--- src/rtl/d5m_stream_gen_pkg.sv ---
// d5m_stream_gen_pkg
//   Shared definitions for the D5M sensor-output emulator: FSM state
//   encoding, test-pattern codes, LFSR seed, colour-bar table and the
//   Bayer site helper used by the pattern datapath.
package d5m_stream_gen_pkg;

  typedef enum logic [2:0] {
    ST_IDLE,
    ST_FRONT,
    ST_LINE,
    ST_HBLANK,
    ST_BACK,
    ST_VBLANK
  } state_t;

  localparam logic [1:0] PAT_XRAMP = 2'd0;
  localparam logic [1:0] PAT_YRAMP = 2'd1;
  localparam logic [1:0] PAT_BARS  = 2'd2;
  localparam logic [1:0] PAT_LFSR  = 2'd3;

  localparam logic [15:0] LFSR_SEED = 16'hACE1;

  // Each entry is {R,G,B}; index 0 is the leftmost bar.
  // white, yellow, cyan, green, magenta, red, blue, black
  localparam logic [7:0][2:0] BAR_RGB = {
    3'b000, 3'b001, 3'b100, 3'b101, 3'b010, 3'b011, 3'b110, 3'b111
  };

  // Bayer 2x2 cell: G on the diagonal, R on even rows, B on odd rows.
  function automatic logic bayer_on(input logic [2:0] rgb,
                                    input logic       y_odd,
                                    input logic       x_odd);
    if (y_odd == x_odd) return rgb[1];
    else if (!y_odd)    return rgb[2];
    else                return rgb[0];
  endfunction

endpackage

--- src/rtl/d5m_stream_gen_if.sv ---
// d5m_stream_gen_if
//   D5M sensor pin bundle as seen by the capture path.
//   d5m_d    : 12-bit pixel data (0 whenever d5m_lval is low)
//   d5m_fval : frame valid
//   d5m_lval : line valid
//   master : driven by the emulator; slave : consumed by the capture logic.
interface d5m_stream_gen_if;
  logic [11:0] d5m_d;
  logic        d5m_fval;
  logic        d5m_lval;

  modport master (output d5m_d, d5m_fval, d5m_lval);
  modport slave  (input  d5m_d, d5m_fval, d5m_lval);
endinterface

--- src/rtl/d5m_stream_gen_pix.sv ---
// d5m_stream_gen_pix
//   Pattern datapath. Combinational pixel from the current X/Y/bar
//   position and the frame's latched pattern code; owns the LFSR.
//   Optional feature macro: D5M_STREAM_GEN_LFSR_EN (pattern 3 = LFSR;
//   without it pattern 3 is an X ramp and clk/rst_n/advance/reload
//   are not present).
//   Ports:
//     clk, rst_n : pixel clock, sync active-low reset (LFSR build only)
//     x, y       : position inside the active window
//     bar        : colour bar index 0..7
//     pattern    : latched pattern code
//     active     : high during LINE; pixel is 0 otherwise
//     advance    : step the LFSR after this cycle (LFSR build only)
//     reload     : load LFSR_SEED (LFSR build only)
//     pix        : 12-bit pixel value
module d5m_stream_gen_pix
  import d5m_stream_gen_pkg::*;
#(
  parameter int unsigned XW = 11,
  parameter int unsigned YW = 10
) (
`ifdef D5M_STREAM_GEN_LFSR_EN
  input  logic          clk,
  input  logic          rst_n,
  input  logic          advance,
  input  logic          reload,
`endif
  input  logic [XW-1:0] x,
  input  logic [YW-1:0] y,
  input  logic [2:0]    bar,
  input  logic [1:0]    pattern,
  input  logic          active,
  output logic [11:0]   pix
);

  logic [11:0] x12;
  logic [11:0] y12;

  assign x12 = 12'(x);
  assign y12 = 12'(y);

`ifdef D5M_STREAM_GEN_LFSR_EN
  logic [15:0] lfsr;

  // Right-shifting Fibonacci form; bits 0,2,3,5 are taps 16,14,13,11.
  always_ff @(posedge clk) begin
    if (!rst_n)       lfsr <= LFSR_SEED;
    else if (reload)  lfsr <= LFSR_SEED;
    else if (advance) lfsr <= {lfsr[0] ^ lfsr[2] ^ lfsr[3] ^ lfsr[5], lfsr[15:1]};
  end
`endif

  always_comb begin
    pix = '0;
    if (active) begin
      case (pattern)
        PAT_YRAMP: pix = y12;
        PAT_BARS:  pix = {12{bayer_on(BAR_RGB[bar], y[0], x[0])}};
`ifdef D5M_STREAM_GEN_LFSR_EN
        PAT_LFSR:  pix = lfsr[11:0];
`endif
        default:   pix = x12;
      endcase
    end
  end

endmodule

--- src/rtl/d5m_stream_gen.sv ---
// d5m_stream_gen
//   D5M sensor-output emulator: produces the pixel-clock-domain
//   D/FVAL/LVAL stream with programmable timing and test patterns.
//   Optional feature macro: D5M_STREAM_GEN_LFSR_EN (LFSR pattern 3).
//   Ports:
//     clk         : pixel clock, rising edge
//     rst_n       : synchronous active-low reset
//     start       : begin streaming when idle
//     stop        : finish at the next frame boundary (sticky)
//     pattern_sel : 0 X ramp, 1 Y ramp, 2 Bayer bars, 3 LFSR
//     d5m         : master side of the D5M pin bundle
//     busy        : high whenever not idle
//     frame_cnt   : completed frames (wraps)
module d5m_stream_gen
  import d5m_stream_gen_pkg::*;
#(
  parameter int unsigned H_ACTIVE = 1280,
  parameter int unsigned V_ACTIVE = 960,
  parameter int unsigned H_BLANK  = 384,
  parameter int unsigned F2L      = 8,
  parameter int unsigned L2F      = 8,
  parameter int unsigned V_BLANK  = 64
) (
  input  logic                    clk,
  input  logic                    rst_n,
  input  logic                    start,
  input  logic                    stop,
  input  logic [1:0]              pattern_sel,
  d5m_stream_gen_if.master        d5m,
  output logic                    busy,
  output logic [31:0]             frame_cnt
);

  localparam int unsigned M0    = (H_ACTIVE > H_BLANK) ? H_ACTIVE : H_BLANK;
  localparam int unsigned M1    = (F2L > L2F) ? F2L : L2F;
  localparam int unsigned M2    = (M0 > M1) ? M0 : M1;
  localparam int unsigned CMAX  = (M2 > V_BLANK) ? M2 : V_BLANK;
  localparam int unsigned CW    = $clog2(CMAX);
  localparam int unsigned XW    = $clog2(H_ACTIVE);
  localparam int unsigned YW    = $clog2(V_ACTIVE);
  localparam int unsigned BAR_W = H_ACTIVE / 8;
  localparam int unsigned BPW   = (BAR_W > 1) ? $clog2(BAR_W) : 1;

  localparam logic [CW-1:0]  F2L_LAST = CW'(F2L - 1);
  localparam logic [CW-1:0]  H_LAST   = CW'(H_ACTIVE - 1);
  localparam logic [CW-1:0]  HB_LAST  = CW'(H_BLANK - 1);
  localparam logic [CW-1:0]  L2F_LAST = CW'(L2F - 1);
  localparam logic [CW-1:0]  VB_LAST  = CW'(V_BLANK - 1);
  localparam logic [YW-1:0]  Y_LAST   = YW'(V_ACTIVE - 1);
  localparam logic [BPW-1:0] BAR_LAST = BPW'(BAR_W - 1);

  state_t         state;
  logic [CW-1:0]  cnt;       // phase counter; doubles as X during LINE
  logic [YW-1:0]  y;
  logic [2:0]     bar;
  logic [BPW-1:0] bar_pos;
  logic [1:0]     pat;
  logic           stop_req;
  logic           in_line;
  logic [11:0]    pix;

  assign in_line = (state == ST_LINE);

  d5m_stream_gen_pix #(
    .XW (XW),
    .YW (YW)
  ) u_pix (
`ifdef D5M_STREAM_GEN_LFSR_EN
    .clk     (clk),
    .rst_n   (rst_n),
    .advance (in_line),
    .reload  (state == ST_FRONT),
`endif
    .x       (cnt[XW-1:0]),
    .y       (y),
    .bar     (bar),
    .pattern (pat),
    .active  (in_line),
    .pix     (pix)
  );

  // Outputs are registered from the state held during the current cycle,
  // so d5m_d and d5m_lval come out of the same flop stage with no skew.
  always_ff @(posedge clk) begin
    if (!rst_n) begin
      state        <= ST_IDLE;
      cnt          <= '0;
      y            <= '0;
      bar          <= '0;
      bar_pos      <= '0;
      pat          <= '0;
      stop_req     <= 1'b0;
      frame_cnt    <= '0;
      busy         <= 1'b0;
      d5m.d5m_d    <= '0;
      d5m.d5m_fval <= 1'b0;
      d5m.d5m_lval <= 1'b0;
    end else begin
      d5m.d5m_d    <= pix;
      d5m.d5m_fval <= state inside {ST_FRONT, ST_LINE, ST_HBLANK, ST_BACK};
      d5m.d5m_lval <= in_line;
      busy         <= (state != ST_IDLE);

      if (stop && state != ST_IDLE) stop_req <= 1'b1;

      case (state)
        ST_IDLE: begin
          if (start) begin
            state <= ST_FRONT;
            cnt   <= '0;
            y     <= '0;
            pat   <= pattern_sel;
          end
        end
        ST_FRONT: begin
          if (cnt == F2L_LAST) begin
            state <= ST_LINE;
            cnt   <= '0;
          end else begin
            cnt <= cnt + 1'b1;
          end
        end
        ST_LINE: begin
          // bar and bar_pos wrap back to 0 exactly at the end of each line
          if (bar_pos == BAR_LAST) begin
            bar_pos <= '0;
            bar     <= bar + 1'b1;
          end else begin
            bar_pos <= bar_pos + 1'b1;
          end
          if (cnt == H_LAST) begin
            cnt   <= '0;
            state <= (y == Y_LAST) ? ST_BACK : ST_HBLANK;
          end else begin
            cnt <= cnt + 1'b1;
          end
        end
        ST_HBLANK: begin
          if (cnt == HB_LAST) begin
            state <= ST_LINE;
            cnt   <= '0;
            y     <= y + 1'b1;
          end else begin
            cnt <= cnt + 1'b1;
          end
        end
        ST_BACK: begin
          if (cnt == L2F_LAST) begin
            state     <= ST_VBLANK;
            cnt       <= '0;
            frame_cnt <= frame_cnt + 32'd1;
          end else begin
            cnt <= cnt + 1'b1;
          end
        end
        ST_VBLANK: begin
          if (cnt == VB_LAST) begin
            cnt <= '0;
            if (stop_req || stop) begin
              state    <= ST_IDLE;
              stop_req <= 1'b0;
            end else begin
              state <= ST_FRONT;
              y     <= '0;
              pat   <= pattern_sel;
            end
          end else begin
            cnt <= cnt + 1'b1;
          end
        end
        default: state <= ST_IDLE;
      endcase
    end
  end

endmodule

--- src/flat_wrapper.sv ---
// flat-port wrapper written by rule: the top's interface ports become plain ports
module d5m_stream_gen_flat import d5m_stream_gen_pkg::*;
#(
  parameter int unsigned H_ACTIVE = 1280,
  parameter int unsigned V_ACTIVE = 960,
  parameter int unsigned H_BLANK  = 384,
  parameter int unsigned F2L      = 8,
  parameter int unsigned L2F      = 8,
  parameter int unsigned V_BLANK  = 64
)
  (clk, rst_n, start, stop, pattern_sel, busy, frame_cnt, d5m_d5m_d, d5m_d5m_fval, d5m_d5m_lval);
  d5m_stream_gen_if d5m_i ();
  input  logic clk;
  input  logic rst_n;
  input  logic start;
  input  logic stop;
  input  logic [1:0] pattern_sel;
  output logic busy;
  output logic [31:0] frame_cnt;
  output wire logic [$bits(d5m_i.d5m_d)-1:0] d5m_d5m_d;
  output wire logic [$bits(d5m_i.d5m_fval)-1:0] d5m_d5m_fval;
  output wire logic [$bits(d5m_i.d5m_lval)-1:0] d5m_d5m_lval;
  assign d5m_d5m_d = d5m_i.d5m_d;
  assign d5m_d5m_fval = d5m_i.d5m_fval;
  assign d5m_d5m_lval = d5m_i.d5m_lval;
  d5m_stream_gen #(.H_ACTIVE(H_ACTIVE), .V_ACTIVE(V_ACTIVE), .H_BLANK(H_BLANK), .F2L(F2L), .L2F(L2F), .V_BLANK(V_BLANK)) u_core (.clk(clk), .rst_n(rst_n), .start(start), .stop(stop), .pattern_sel(pattern_sel), .d5m(d5m_i), .busy(busy), .frame_cnt(frame_cnt));
endmodule
--- config.mk ---
export PLATFORM = sky130hd
export DESIGN_NAME = d5m_stream_gen_flat
export DESIGN_NICKNAME = d
export VERILOG_FILES = /design/src/rtl/d5m_stream_gen_pkg.sv /design/src/rtl/d5m_stream_gen_if.sv /design/src/rtl/d5m_stream_gen_pix.sv /design/src/rtl/d5m_stream_gen.sv /design/src/flat_wrapper.sv
export SDC_FILE = /design/constraint.sdc
export NUM_CORES = 1
export LEC_CHECK = 0
export CAP_MARGIN = 20
export CORE_AREA = 2 2 95 97
export CTS_BUF_LIST = sky130_fd_sc_hd__clkbuf_4 sky130_fd_sc_hd__clkbuf_8 sky130_fd_sc_hd__clkbuf_16
export CTS_CLUSTER_DIAMETER = 200
export DETAILED_ROUTE_END_ITERATION = 8
export DIE_AREA = 0 0 97 99
export GPL_ROUTABILITY_DRIVEN = 0
export PLACE_DENSITY = 0.73
export SYNTH_ARGS = -nofsm -noshare
export SYNTH_HDL_FRONTEND = slang
export SYNTH_SLANG_ARGS = --single-unit
--- constraint.sdc ---
create_clock -name clk -period 5.8 [get_ports clk]
set_input_delay 1.74 -clock clk [delete_from_list [all_inputs] [get_ports clk]]
set_output_delay 1.74 -clock clk [all_outputs]
set_load 0.005 [all_outputs]
==> results.sh <==
export IMPL_clk_latency_ns=0.35
export IMPL_p_per_area_mw_per_mm2=290
export IMPL_synth_seq_cells=88
export IMPL_place_ws_ns=1.97
export IMPL_avgSynthCellArea_um2=8.39
export IMPL_cp_slowest_stage_delay_ns=0.79
export IMPL_min_period_ns=3.43
export IMPL_reg2reg_from="u_core.cnt[0]"
export IMPL_overflow=0
export IMPL_worstHoldEndpoint="u_core.frame_cnt[11]"
export IMPL_worst_setup_path_type="in2reg"
export IMPL_dp_hpwl_um=6570
export IMPL_drv_cap=0
export IMPL_grt_pass1_wl_um=15600
export IMPL_dieArea_mm2=0.00960
export IMPL_ys_seq_area_share_pct=41.4
export IMPL_numCtsBuffers=9
export IMPL_path_cells="clkdlybuf4s50_1 -> inv_1 -> buf_4 -> nor3_1"
export IMPL_cts_setup_buffers=0
export IMPL_nets=556
export IMPL_slew_violations=0
export IMPL_min_path_type="reg2reg"
export IMPL_die_w_um=97
export IMPL_synth_top_cell_area_share_pct=41.4
export IMPL_cts_resized=0
export IMPL_cts_tree="done"
export IMPL_portBuffers=52
export IMPL_grt_max_degree=31
export IMPL_htree_num_levels=3
export IMPL_cts_sinks=88
export IMPL_first_iter_violations=304
export IMPL_coreArea_mm2=0.00855
export IMPL_cpLargestDelayFamily="buffers and inverters"
export IMPL_synth_net_count=520
export IMPL_mostFrequentLayoutCells="dfxtp_1, nor2_1, clkdlybuf4s50_1"
export IMPL_area_delta_synth_final_pct=18.9
export IMPL_hold_viol_final=0
export IMPL_cp_required_ns=6.02
export IMPL_antenna_found_initial=0
export IMPL_whs_path_depth=2
export IMPL_critPathLaunch="rst_n"
export IMPL_yosys_warnings=0
export IMPL_cp_start_kind="input pin"
export IMPL_drc_errors=0
export IMPL_synth_area_leaders="dfxtp_1, xnor2_1, nor2_1"
export IMPL_rsz0062_at_grt="false"
export IMPL_setup_slack_ns=2.37
export IMPL_rr_worst_depth=7
export IMPL_n_antenna_cell=0
export IMPL_drtPass1Iterations=4
export IMPL_fin_tns_setup_ns=0
export IMPL_wl_um=9170
export IMPL_start_util_pct=49.7
export IMPL_cp_arrival_ns=3.65
export IMPL_synth_area_mm2=0.00425
export IMPL_setup_viol=0
export IMPL_path_clk_slew_ns=0.09
export IMPL_finalCritPeriodShare_pct=59.2
export IMPL_total_power_uw=1460
export IMPL_cts_root_buf="clkbuf_8"
export IMPL_status="finished, final reports clean"
export IMPL_synth_edff_count=0
export IMPL_ant_nets=0
export IMPL_cp_end_kind="register"
export IMPL_yosysTopAreaCell="dfxtp_1"
export IMPL_r2r_slack_ns=3.11
export IMPL_irDropWorstVdd_mv=0.158
export IMPL_vias_per_cell=5.49
export IMPL_wire_per_inst_um=14.0
export IMPL_rr_endpoint="u_core.frame_cnt[20]"
export IMPL_final_common_cell="dfxtp_1"
export IMPL_drive_gt1_share_pct=7.30
export IMPL_clock_skew_ns=0.00861
export IMPL_crit_buf_inv=3
export IMPL_path_max_fanout=30
export IMPL_rows=34
export IMPL_cts_hold_buf=0
export IMPL_fmax_mhz=291
export IMPL_clockBufferDepth=2
export IMPL_cpMaxStageDelayCell="inv_1"
export IMPL_hold_path_startpoint="u_core.frame_cnt[11]"
export IMPL_grt_pass1_vias=3327
export IMPL_tightest_slew_ns=0.958
export IMPL_vias=3604
export IMPL_p_leak_uw=0.00167
export IMPL_die_h_um=99
export IMPL_synthDistinctLibCells=57
export IMPL_yosys_most_used_dff="dfxtp_1"
export IMPL_grt_use_total_pct=19.4
export IMPL_slew_headroom_pct=36.0
export IMPL_synthArstFlopShare_pct=0
export IMPL_ioPinCount=53
export IMPL_syn_inst=507
worst max-delay path by stage:
| stage | end | slack [ns] | cells past startpoint |
|---|---|---|---|
| final | u_core.d5m.d5m_fval | 2.37 | 4 |
| after global routing | u_core.d5m.d5m_fval | 2.20 | 4 |
| after CTS | u_core.d5m.d5m_fval | 2.36 | 4 |
| after detailed placement | u_core.d5m.d5m_fval | 1.97 | 4 |
| after global placement | u_core.d5m.d5m_fval | 2.02 | 4 |
| after floorplan | u_core.y[8] | 2.78 | 6 |
cells in the mapped netlist (all sizes together) (2+ instances only):
master	instances
xnor2	32
nand3b	4
o21ai	13
dfxtp	88
nor4b	2
nand2b	3
buf	12
and2b	2
a21oi	39
nor2	75
nand2	41
and3	4
xor2	9
nor2b	4
a22oi	3
a2111oi	2
or3	9
a31oi	6
clkbuf	17
inv	23
nand4	17
nand3	25
o211ai	2
nor3	22
and4	5
ha	7
nor3b	5
nor4	4
and2	7
a21boi	3
o41ai	3
mux2i	7
a211oi	2
report_power, final:
part / total (uW) / leakage (uW) / switching (uW) / internal (uW)
clock: 524 / 0.000126 / 215 / 309
sequential: 682 / 0.000711 / 48.5 / 634
combinational: 258 / 0.000832 / 160 / 98.2
total: 1460 / 0.00167 / 424 / 1040
per-stage QoR:
stage / util [%] / instance area, um2 / hold slack (ns) / instances
finish: 59.1 / 5060 / 0.509 / 656
global route: 59.1 / 5060 / 0.538 / 656
CTS: 59.1 / 5060 / 0.506 / 656
detailed placement: 56.2 / 4800 / 0.494 / 640
global placement: 56.2 / 4800 / 0.479 / 640
floorplan: - / 4250 / 0.472 / 507
tightest hold or removal path: stages (launching register included):
cell and delay, ns:
dfxtp_1 0.34, o31ai_1 0.07, a21oi_1 0.06
per-layer routing:
metal	global-route usage, %	vias up	share of wire (%)
met5	0	-	0
met1	26.2	1695	47
met2	31.0	78	47
met4	7.91	0	2.2
li1	-	1815	-
met3	3.62	16	3.6
layout make-up:
| type | count | area (um2) |
|---|---|---|
| Inverter | 23 | 86.3 |
| Timing Repair Buffer | 54 | 536 |
| Clock inverter | 5 | 103 |
| Fill cell | 758 | 3490 |
| Clock buffer | 11 | 151 |
| Sequential cell | 88 | 1760 |
| Multi-Input combinational cell | 367 | 2280 |
| Tap cell | 108 | 135 |
cell families after synthesis:
family	synth area share [%]
adders and majority gates	2.06
muxes	1.91
AOI/OAI and AO/OA	12.6
buffers and inverters	5.03
xor gates and xnor gates	8.44
and+or+nand+nor	28.6
DFF	41.4
sequential cells by signal (all words and copies together) (netlist names), named ones only:
name / count
u_core.busy: 1
u_core.bar_pos: 8
u_core.pat: 2
u_core.state: 3
u_core.y: 10
u_core.d5m.d5m_d: 12
u_core.frame_cnt: 32
u_core.d5m.d5m_lval: 1
u_core.bar: 3
u_core.stop_req: 1
u_core.d5m.d5m_fval: 1
u_core.cnt: 11
Power figures use the tool's default switching activity.
